$ cat config.mk
export PLATFORM = sky130hd
export DESIGN_NAME = byte_deser
export DESIGN_NICKNAME = d
export VERILOG_FILES = /design/src/rtl/byte_deser_pkg.sv /design/src/rtl/byte_deser_rx_strobe_sync.sv /design/src/rtl/byte_deser.sv
export SDC_FILE = /design/constraint.sdc
export NUM_CORES = 1
export LEC_CHECK = 0
export BUFFER_PORTS_ARGS = -buffer_cell sky130_fd_sc_hd__buf_4
export CORE_UTILIZATION = 55
export CTS_CLUSTER_SIZE = 12
export DETAILED_ROUTE_END_ITERATION = 16
export GPL_ROUTABILITY_DRIVEN = 0
export HOLD_SLACK_MARGIN = 0.08
export PLACE_DENSITY_LB_ADDON = 0.25
export SETUP_SLACK_MARGIN = 0.15
export SLEW_MARGIN = 20
export SYNTH_ARGS = -nofsm -noshare
export SYNTH_HDL_FRONTEND = slang
export SYNTH_SLANG_ARGS = --single-unit
$ cat constraint.sdc
create_clock -name clk -period 3.8 [get_ports clk]
set_input_delay 0.76 -clock clk [delete_from_list [all_inputs] [get_ports clk]]
set_output_delay 0.76 -clock clk [all_outputs]
set_load 0.02 [all_outputs]
$ cat src/rtl/byte_deser_pkg.sv
// Shared definitions for the byte deserializer: FSM states, parameter defaults,
// UART control codes and the LEN-byte validity check.
package byte_deser_pkg;

   typedef enum logic [1:0] {
      ST_IDLE    = 2'd0,
      ST_PAYLOAD = 2'd1,
      ST_HOLD    = 2'd2
   } state_e;

   localparam int unsigned MAX_BYTES_DEF      = 32;
   localparam int unsigned CNT_W_DEF          = 6;
   localparam int unsigned TIMEOUT_CYCLES_DEF = 100000;

   localparam logic [7:0] CMD_RESET = 8'hFF;
   localparam logic [7:0] CMD_TEST  = 8'hFE;

   // A LEN byte is usable only when it names 1..max_bytes payload bytes.
   function automatic logic len_ok(input logic [7:0] b, input int unsigned max_bytes);
      return (b != 8'd0) && (32'(b) <= max_bytes);
   endfunction

endpackage

$ cat src/rtl/byte_deser_rx_strobe_sync.sv
// Brings the uart byte-ready level into the clk domain and turns each rising
// edge into a single-cycle strobe; a level held high never re-triggers.
module rx_strobe_sync (
   input  logic clk,
   input  logic rst_n,
   input  logic rdy_i,
   output logic strobe_c_o
);

   logic meta_q;
   logic sync_q;
   logic prev_q;

   always_ff @(posedge clk or negedge rst_n) begin
      if (!rst_n) begin
         meta_q <= 1'b0;
         sync_q <= 1'b0;
         prev_q <= 1'b0;
      end else begin
         meta_q <= rdy_i;
         sync_q <= meta_q;
         prev_q <= sync_q;
      end
   end

   assign strobe_c_o = sync_q & ~prev_q;

endmodule

$ cat src/rtl/byte_deser.sv
// Assembles length-prefixed frames from the uart byte stream and presents each
// frame as one wide word with a byte count and a valid/ready handshake.
module byte_deser
   import byte_deser_pkg::*;
#(
   parameter int unsigned MAX_BYTES      = MAX_BYTES_DEF,
   parameter int unsigned CNT_W          = CNT_W_DEF,
   parameter int unsigned TIMEOUT_CYCLES = TIMEOUT_CYCLES_DEF
) (
   input  logic                   clk,
   input  logic                   reset_n,
   input  logic [7:0]             rx_d,
   input  logic                   rx_rdy,
   output logic [MAX_BYTES*8-1:0] dout,
   output logic [CNT_W-1:0]       dout_bytecount,
   output logic                   dout_valid,
   input  logic                   dout_ready,
   output logic                   err_len,
   output logic                   err_timeout,
   output logic                   err_overrun
);

   localparam int unsigned DW    = MAX_BYTES * 8;
   localparam int unsigned TMO_W = $clog2(TIMEOUT_CYCLES + 1);

   state_e             state_q, state_d;
   logic [CNT_W-1:0]   len_q, cnt_q, bytecount_q;
   logic [TMO_W-1:0]   tmo_q;
   logic [DW-1:0]      buf_q, dout_q;
   logic               valid_q, err_len_q, err_tmo_q, err_ovr_q;

   logic strobe_c, last_c, tmo_exp_c, free_c;
   logic start_c, wr_c, tmo_inc_c, load_c, err_len_c, err_tmo_c, err_ovr_c;

   rx_strobe_sync u_sync (
      .clk        (clk),
      .rst_n      (reset_n),
      .rdy_i      (rx_rdy),
      .strobe_c_o (strobe_c)
   );

   assign last_c    = (cnt_q + CNT_W'(1)) == len_q;
   assign tmo_exp_c = tmo_q == TMO_W'(TIMEOUT_CYCLES - 1);
   assign free_c    = ~valid_q | dout_ready;

   always_ff @(posedge clk or negedge reset_n) begin
      if (!reset_n) state_q <= ST_IDLE;
      else          state_q <= state_d;
   end

   always_comb begin
      state_d = state_q;
      case (state_q)
         ST_IDLE:    if (strobe_c && len_ok(rx_d, MAX_BYTES)) state_d = ST_PAYLOAD;
         ST_PAYLOAD: begin
            if (strobe_c) begin
               if (last_c) state_d = ST_HOLD;
            end else if (tmo_exp_c) begin
               state_d = ST_IDLE;
            end
         end
         ST_HOLD:    if (free_c) state_d = ST_IDLE;
         default:    state_d = ST_IDLE;
      endcase
   end

   // Datapath controls; a strobe beats a timeout expiring in the same cycle.
   always_comb begin
      start_c   = 1'b0;
      wr_c      = 1'b0;
      tmo_inc_c = 1'b0;
      load_c    = 1'b0;
      err_len_c = 1'b0;
      err_tmo_c = 1'b0;
      err_ovr_c = 1'b0;
      case (state_q)
         ST_IDLE: begin
            if (strobe_c) begin
               if (len_ok(rx_d, MAX_BYTES)) start_c   = 1'b1;
               else                         err_len_c = 1'b1;
            end
         end
         ST_PAYLOAD: begin
            if (strobe_c)       wr_c      = 1'b1;
            else if (tmo_exp_c) err_tmo_c = 1'b1;
            else                tmo_inc_c = 1'b1;
         end
         ST_HOLD: begin
            load_c    = free_c;
            err_ovr_c = strobe_c;
         end
         default: ;
      endcase
   end

   always_ff @(posedge clk or negedge reset_n) begin
      if (!reset_n) begin
         len_q <= '0;
         cnt_q <= '0;
         tmo_q <= '0;
         buf_q <= '0;
      end else if (start_c) begin
         len_q <= CNT_W'(rx_d);
         cnt_q <= '0;
         tmo_q <= '0;
         buf_q <= '0;
      end else if (wr_c) begin
         buf_q[int'(cnt_q)*8 +: 8] <= rx_d;
         cnt_q <= cnt_q + CNT_W'(1);
         tmo_q <= '0;
      end else if (err_tmo_c) begin
         cnt_q <= '0;
         tmo_q <= '0;
         buf_q <= '0;
      end else if (tmo_inc_c) begin
         tmo_q <= tmo_q + TMO_W'(1);
      end
   end

   // Output register: a load in the accept cycle keeps valid high (no bubble).
   always_ff @(posedge clk or negedge reset_n) begin
      if (!reset_n) begin
         dout_q      <= '0;
         bytecount_q <= '0;
         valid_q     <= 1'b0;
      end else if (load_c) begin
         dout_q      <= buf_q;
         bytecount_q <= len_q;
         valid_q     <= 1'b1;
      end else if (dout_ready) begin
         valid_q     <= 1'b0;
      end
   end

   always_ff @(posedge clk or negedge reset_n) begin
      if (!reset_n) begin
         err_len_q <= 1'b0;
         err_tmo_q <= 1'b0;
         err_ovr_q <= 1'b0;
      end else begin
         err_len_q <= err_len_c;
         err_tmo_q <= err_tmo_c;
         err_ovr_q <= err_ovr_c;
      end
   end

   assign dout           = dout_q;
   assign dout_bytecount = bytecount_q;
   assign dout_valid     = valid_q;
   assign err_len        = err_len_q;
   assign err_timeout    = err_tmo_q;
   assign err_overrun    = err_ovr_q;

endmodule

Yosys cells after proc, flatten, opt, wreduce, memory -nomap -nowiden
Index checks and enable logic that the tools add are counted.

word-level totals
  bits in registers = 556
  bits in latches = 0
  memory bits (writable) = 0
  bits in read-only memories = 0
  input port bits = 12
  output and inout port bits = 266
  word-level logic and storage cells = 75
  memories kept = 0

operators by class
  add/subtract/negate cells = 3
  $mul = 0
  div/mod/pow operators = 0
  order comparisons = 1
  equal/unequal tests = 8
  shifts and indexed selects = 2
  multiplexer cells = 35
  bitwise logic cells = 4
  reduce and logical (&&, ||, !) cells = 8

operators by type and width
  operator                                                count
  2-to-1 mux 256 bit                                      3
  bitwise mux 256 bit                                     1
  variable shift 8 x 33 -> 256 bit, first input constant  1
  indexed part select 8 x 33 -> 256 bit                   1
  2-to-1 mux 17 bit                                       4
  negation 9 -> 33 bit                                    1
  2-to-1 mux 1 bit                                        18
  2-to-1 mux 6 bit                                        3
  adder 17 x 1 -> 17 bit, second input constant           1
  == test 17 bit, second input constant                   1
  2-to-1 mux 2 bit                                        5
  <= comparator 8 x 6 -> 1 bit, second input constant     1
  nonzero test 8 bit                                      1
  adder 6 x 1 -> 6 bit, second input constant             1
  == test 6 bit                                           1
  inequality test 3 bit, second input constant            2
  one-hot mux 2 bit (3 select lines)                      1
  inequality test 2 bit, second input constant            2
  AND reduction 4 bit                                     1
  nonzero test 4 bit                                      1
  nonzero test 3 bit                                      1
  == test 2 x 1 -> 1 bit, second input constant           1
  == test 2 bit, second input constant                    1
  logical AND 1 bit                                       2
  other kinds (5)                                         6

Depth between registers and ports, before layout
Gate-level depths: netlist of the first run.

  depth in word-level cells = 8
  depth in mapped cells = 11

By module
A second synthesis of the first run with hierarchy kept.

second synthesis, totals
  cells, all modules = 1,503
  area, all modules = 21,848.5 µm²

by module, submodules not included
  module          instances  cells an instance  area each (µm²)  seq. area each (µm²)
  byte_deser      1          1,499              21,759.6         13,838.3
  rx_strobe_sync  1          4                  88.8             75.1

Least setup slack after synthesis of the first run
OpenSTA, ideal clock, no wires.

  path kind = register -> register
  from = register cnt_q[3]
  to = register buf_q[56]
  setup time = 0.121 ns
  data arrival time = 2.869 ns
  required time = 3.679 ns
  slack = 0.810 ns
  cell stages (with the launch flop) = 10
  buffers on the path = 2
  cell sequence = dfrtp_1 > buf_2 > or4_1 > nor2_1 > ha_1 > clkinv_1 > clkbuf_1 > nor3_1 > nor3_2 > a22o_1

on the way
  longest elaborated chain between the ends = 5
  elaborated cells on any way between the ends = 6
  classes of those cells = 1 x add/sub; 2 x shift; 3 x mux

ends and longest elaborated chain
  element                                                                                    line               source
  start, declared                                                                            byte_deser.sv:27   logic [CNT_W-1:0] len_q, cnt_q, bytecount_q;
  start signal, assigned                                                                     byte_deser.sv:109  cnt_q <= cnt_q + CNT_W'(1);
  negation 9 -> 33 bit *                                                                     byte_deser.sv:108  buf_q[int'(cnt_q)*8 +: 8] <= rx_d;
  indexed part select 8 x 33 -> 256 bit or variable shift 8 x 33 -> 256 bit (tied branches)  byte_deser.sv:108
  bitwise mux 256 bit *                                                                      byte_deser.sv:108
  2-to-1 mux 256 bit *                                                                       byte_deser.sv:107  end else if (wr_c) begin
  2-to-1 mux 256 bit *                                                                       byte_deser.sv:102  end else if (start_c) begin
  end signal, assigned by index                                                              byte_deser.sv:108
  end, declared                                                                              byte_deser.sv:29   logic [DW-1:0] buf_q, dout_q;

Mark *: on every way between the ends. The rest lies on a longest branch, timed or not.
A chain may end at the register's enable or synchronous reset.

Worst setup path after layout of the first run
  from = register cnt_q[2]
  to = register buf_q[213]

The elaborated chain is that of the path after synthesis.

==> results of run 1 <==
-- per-stage QoR --
step	cell area (um2)	utilization, %	setup WS (ps)
after floorplan	21690	-	809.6
after global placement	24540	63.36	425.6
after detailed placement	24540	63.36	342.4
after CTS	26160	67.54	334.6
after global routing	26170	67.55	226.5
final	26170	67.55	391.7
-- path summary, 6_finish.rpt --
path	end	depth (start not counted)	slack, ps	from
setup / recovery	buf_q[213]$_DFFE_PN0P_	8	390	cnt_q[2]$_DFFE_PN0P_
hold / removal	dout[78]$_DFFE_PN0P_	1	150	reset_n
setup reg to reg	buf_q[213]$_DFFE_PN0P_	8	390	cnt_q[2]$_DFFE_PN0P_
hold reg to reg	u_sync.sync_q$_DFF_PN0_	0	360	u_sync.meta_q$_DFF_PN0_
max in group asynchronous	dout[159]$_DFFE_PN0P_	2	2580	reset_n
min in group clk	u_sync.meta_q$_DFF_PN0_	1	270	rx_rdy
-- kinds of logic after synthesis --
| group | after synthesis |
|---|---|
| buffers and inverters | 104 |
| XOR/XNOR | 21 |
| multiplexers | 264 |
| adder cells (fa/ha/maj) | 4 |
| AND/OR/NAND/NOR | 292 |
| AO/OA/AOI/OAI | 311 |
| flip-flops | 556 |
-- layout make-up --
type	instances	area, um2
clock buffers	78	1544
clock inverters	7	75.07
fillers	2812	12570
inverters	10	37.54
multi-input cells	892	7371
flip-flops and latches	556	13910
well taps	518	648.1
repair buffers	324	2577
-- per-layer routing --
metal | up-vias | share of wire (%)
met1 | 7523 | 46
met4 | 0 | 1.6
met3 | 75 | 6.4
li1 | 6250 | -
met5 | - | 0
met2 | 493 | 46
-- cells in the mapped netlist, types with 3 or more instances --
library cell and n:
o22ai_1 8, xnor2_1 16, nor4_4 3, a311oi_1 7, inv_1 8, nand2b_1 10
buf_2 14, nor4_2 4, mux2i_1 3, and4_1 4, and3_1 5, o21ai_1 7
nand3_1 15, xor2_1 5, buf_1 11, a21oi_1 11, a211oi_2 4, ha_1 4
or2_2 3, and2_1 12, a31oi_1 3, nand2_1 115, nand4_1 14, dfrtp_1 556
mux2_2 261, a22o_1 200, or4_1 4, o2bb2ai_1 7, clkbuf_1 68, nor3_1 13
nor4_1 5, nor3_2 23, nor2_1 36, or3_1 11, o21ai_0 43
-- state kept, by name (all words and copies together) (netlist names) --
signal and flops:
buf_q 256, cnt_q 6, dout 256, dout_bytecount 6, dout_valid 1, err_len 1
err_overrun 1, err_timeout 1, len_q 6, state_q 2, tmo_q 17, u_sync.meta_q 1
u_sync.prev_q 1, u_sync.sync_q 1
-- worst reg2reg max path, cell delays in order, from the launching register on --
cell     delay (ps)
dfrtp_1         540
or4_1           650
nor2_1          140
ha_1            250
nor2b_1         240
mux2i_1         200
nor4_1          830
nor3_2          230
a22o_1          250
-- timing repair --
action / in CTS / in global routing
resized for setup: 0 / 1
endpoints found under the setup margin: 0 / 17
endpoints found under the hold margin: 0 / 0
-- power by group --
part / leakage, nW / internal [mW] / switching [mW] / total [mW]
sequential: 7.72 / 6.52 / 0.482 / 7.00
clock: 0.793 / 2.85 / 2.17 / 5.02
combinational: 4.77 / 0.875 / 1.61 / 2.48
==> out/summary.txt, run 1 <==
DR DRC count - 0
met2 usage - 41.26%
GR Util met3 - 5.016%
ys async rst share - 100.0%
share of cells above drive strength 1 - 37.71%
Post-Syn Area - 21,690 um2
final setup fails - 0
combinational family with the most area after synthesis - multiplexers
final hold vios - 0
first-pass GRT wire length - 86,250 um
Pwr per Cell Area - 554.3 nW/um2
Post-Synth XOR/XNOR Area - 0.8481%
worst path buffer plus inverter count - 0
period utilisation layout - 89.69%
top post-synthesis cells by area - dfrtp_1 64%, mux2_2 14%, a22o_1 8.1%
peak supply drop - 0.0003674 V
final net count - 1,855
clk buf depth - 3
Yosys cell types - 67
maxcap violations - 0
minimum clock period - 3408 ps
Post-Synth Adder-Cell Area - 0.2308%
unrepaired setup endpoints after global routing - false
post-DR vias/cell - 6.013
Mapped Cells - 1,552
Starting DRT DRC Count - 1,094
most common cell after layout, fill and taps aside - dfrtp_1
total number of vias - 14,340
Yosys top cell area share - 64.16%
simple-gate share of the synthesized area - 7.524%
cts bufs inserted - 55
GR peak layer - met1
delay-heaviest family, CP - simple AND/OR/NAND/NOR gates
mux share of post-synthesis cell area - 13.69%
post-route ant nets - 0
Overflow after GRT - 0
f_max - 293.4 MHz
first drt pass iteration count - 7
worst min path class - in2async
CP Cell Sequence - or4_1 > nor2_1 > ha_1 > nor2b_1 > mux2i_1 > nor4_1 > nor3_2 > a22o_1
CTS Root Cell - clkbuf_16
worst path required time - 4290 ps
Max Slew Vio Count - 0
Critical Path Start Type - flop
Rel. slew slack - 29.69%
post-synthesis compound-gate area fraction - 11.63%
CTS Hold Buffers Added - 0
Leakage - 13.29 nW
diode count - 0
largest net degree at the start of global routing - 108
area of the die - 40,230 um2
gr usage total - 27.73%
final non-filler cell total - 2,385
status - finished clean
Port-buffer cells - 277
most frequent cells in the layout - 556 x dfrtp_1, 312 x buf_4, 261 x mux2_2
final setup skew - 21.56 ps
TritonCTS clock tree - built
FP Rows - 72
Critical Path Sink Type - flop
CTS sink cnt - 556
EDFF count, synth - 0
sequential-to-total area share from yosys stat - 64.16%
initial antenna violation count - 0
overall power - 14.50 mW
Ys Warns - 0
WL/cell - 23.04 um
Worst Tran Pin Value - 1028 ps
hold slack - 154.5 ps
Setup Buffers After CTS - 0
Placed Cells - 2,300
vias in the first global route - 14,300
TNS Setup - 0 ps
# IOs - 278
GR met1 Demand/Resource - 42.23%
Routed Wire Length - 54,960 um
hpwl dp - 35,650 um
Syn-to-layout area delta - 20.66%
mean post-synth cell area - 13.97 um2
clock latency on the worst-skew pair - 610 ps
Reg clk slew, reported paths - 60 ps
core area - 38,740 um2
largest incremental delay on the critical path - 830 ps
Arr. time, crit path - 3900 ps
crit path kind - reg2reg
#FFs+latches synth - 556
Crit-path slowest cell - nor4_1
H-tree depth - 2
die width - 200.6 um
biggest area consumer among synthesized cells - dfrtp_1
Starting Density - 55.98%
Synth Net Count - 1,568
die height - 200.6 um
Crit Path Max Fanout - 15
top_reg_cell synth - dfrtp_1
Note: power is estimated with default switching activity, not from simulation.
==> run 2, diff against run 1 <==
GPL_TIMING_DRIVEN = 0   (was default)
SKIP_CTS_REPAIR_TIMING = 1   (was default)
==> out/summary.txt, run 2 (same netlist as run 1, synthesis figures left out) <==
status - finished clean
Starting DRT DRC Count - 1,124 (+2.7%)
unrepaired setup endpoints after global routing - true
f_max - 272.5 MHz (-7.1%)
Crit-path slowest cell - nor3_2
overall power - 14.49 mW (-0.11%)
most common cell after layout, fill and taps aside - dfrtp_1
worst min path class - in2async
hpwl dp - 39,430 um (+11%)
clk buf depth - 3 (unchanged)
largest net degree at the start of global routing - 108 (unchanged)
WL/cell - 23.80 um (+3.3%)
most frequent cells in the layout - 556 x dfrtp_1, 276 x buf_4, 261 x mux2_2
Seq pwr share - 47.9% (-0.4 points)
area of the die - 40,230 um2 (unchanged)
CP Cell Sequence - buf_2 > or4_1 > nor2_1 > ha_1 > nand4_1 > nor3_2 > nor3_2 > a22o_1
CTS Root Cell - clkbuf_16
Finished Cell Area - 26,170 um2 (unchanged)
Post-DP Area - 24,570 um2 (+0.10%)
final net count - 1,906 (+2.7%)
cts bufs inserted - 54 (-1.8%)
vias in the first global route - 14,830 (+3.7%)
Rel. slew slack - 25.73% (-4.0 points)
Max Slew Vio Count - 0 (unchanged)
Filler cells - 2,826 (+0.50%)
H-tree depth - 2 (unchanged)
final hold vios - 0 (unchanged)
Arr. time, crit path - 4150 ps (+250 ps)
Switching Fraction - 29.62% (+0.27 points)
period utilisation layout - 96.56% (+6.9 points)
maxcap violations - 0 (unchanged)
diode count - 0 (unchanged)
Internal - 10.20 mW (-0.50%)
gr usage total - 29.16% (+1.4 points)
die width - 200.6 um (unchanged)
FP Rows - 72 (unchanged)
Placed Cells - 2,352 (+2.3%)
final setup skew - 15.67 ps (-5.891 ps)
Overflow after GRT - 0 (unchanged)
die height - 200.6 um (unchanged)
TritonCTS clock tree - built
final non-filler cell total - 2,427 (+1.8%)
minimum clock period - 3669 ps (+261.0 ps)
share of cells above drive strength 1 - 35.52% (-2.2 points)
CTS sink cnt - 556 (unchanged)
Critical Path Start Type - flop
Reg clk slew, reported paths - 60 ps (about the same)
Syn-to-layout area delta - 20.66% (unchanged)
switching power - 4.292 mW (+0.83%)
largest incremental delay on the critical path - 910 ps (+80 ps)
post-route ant nets - 0 (unchanged)
crit path kind - reg2reg
final setup fails - 0 (unchanged)
# IOs - 278 (unchanged)
combinational power share - 17.9% (+0.8 points)
Starting Density - 55.98% (unchanged)
peak supply drop - 0.0003311 V (-9.9%)
Worst Tran Pin Value - 1106 ps (+77.49 ps)
first drt pass iteration count - 5 (-2)
first-pass GRT wire length - 89,470 um (+3.7%)
Crit Path Max Fanout - 10 (-5)
Critical Path Sink Type - flop
Port-buffer cells - 277 (unchanged)
Routed Wire Length - 57,760 um (+5.1%)
worst path required time - 4280 ps (about the same)
power share of the clock group - 34.2% (-0.4 points)
Leakage - 13.20 nW (-0.66%)
clock latency on the worst-skew pair - 600 ps (about the same)
most used cell along the critical path - nor3_2
initial antenna violation count - 0 (unchanged)
core area - 38,740 um2 (unchanged)
Pwr per Cell Area - 553.7 nW/um2 (-0.11%)
DR DRC count - 0 (unchanged)
post-DR vias/cell - 6.005 (-0.14%)
total number of vias - 14,570 (+1.6%)
run 2: changes by cell type in the layout (fill, tap and decap cells not counted), moves of 4 or more:
cell      previous run  this run
buf_4              312       276
clkbuf_1            16        77
buf_16               0         5
nor3_2              23        27
buf_1                0        11
buf_2                0        14
nor3_1              13         8
buf_12              11         0
run 2: worst paths after layout:
check,end,slack (ps),startpoint,cells after the start
worst max-delay path,buf_q[226]$_DFFE_PN0P_,130,cnt_q[3]$_DFFE_PN0P_,8
max in group asynchronous,buf_q[126]$_DFFE_PN0P_,1780,reset_n,4
worst min register to register,u_sync.sync_q$_DFF_PN0_,350,u_sync.meta_q$_DFF_PN0_,0
worst max register to register,buf_q[226]$_DFFE_PN0P_,130,cnt_q[3]$_DFFE_PN0P_,8
worst min-delay path,dout[74]$_DFFE_PN0P_,180,reset_n,1
min in group clk,u_sync.meta_q$_DFF_PN0_,290,rx_rdy,1
run 2: metal layers:
layer	share of wire (%)	routed length, um	track usage, %	vias to the layer above
li1	-	-	-	6352
met1	44	25220	41.47	7600
met2	46	26660	44.44	534
met3	7.9	4535	7.938	87
met4	2.3	1346	8.152	0
met5	0	0	0	-
run 2: stage by stage:
stage	TNS (ps)	util [%]	setup slack, ps	hold WS [ps]
CTS	-271.9	67.46	-41.43	211.4
floorplan	0	-	809.6	331.2
global route	0	67.55	29.54	239.4
detailed placement	-179.4	63.42	-25.83	338.7
global placement	-1973740	63.02	-3626	337.6
finish	0	67.55	130.7	182.3
run 2: power groups by stage:
stage / registers (mW) / logic [mW] / clock network (mW)
floorplan: 6.97 / 1.58 / 0
global placement: 7.01 / 2.45 / 0
detailed placement: 7.03 / 2.55 / 0
CTS: 6.94 / 2.56 / 5.01
global route: 7.01 / 2.79 / 5.26
finish: 6.95 / 2.59 / 4.95
run 2: worst max-delay path: cells and delay by family, from the launching register on:
kind / cells / cell delay [ps]
DFF: 1 / 360
and+or+nand+nor: 5 / 2510
buffers and inverters: 1 / 180
adders and majority gates: 1 / 260
AOI/OAI and AO/OA: 1 / 240
run 2: layout make-up:
cell class	count	area (um2)	share of cell area [%]
clock buffer	72	1520	5.810
timing repair buffer	282	2225	8.502
sequential	556	13910	53.17
inverter	10	37.54	0.1435
clock inverter	3	43.79	0.1674
multi-input combinational	892	7401	28.28
tap	518	648.1	2.477
buffer	94	377.9	1.444
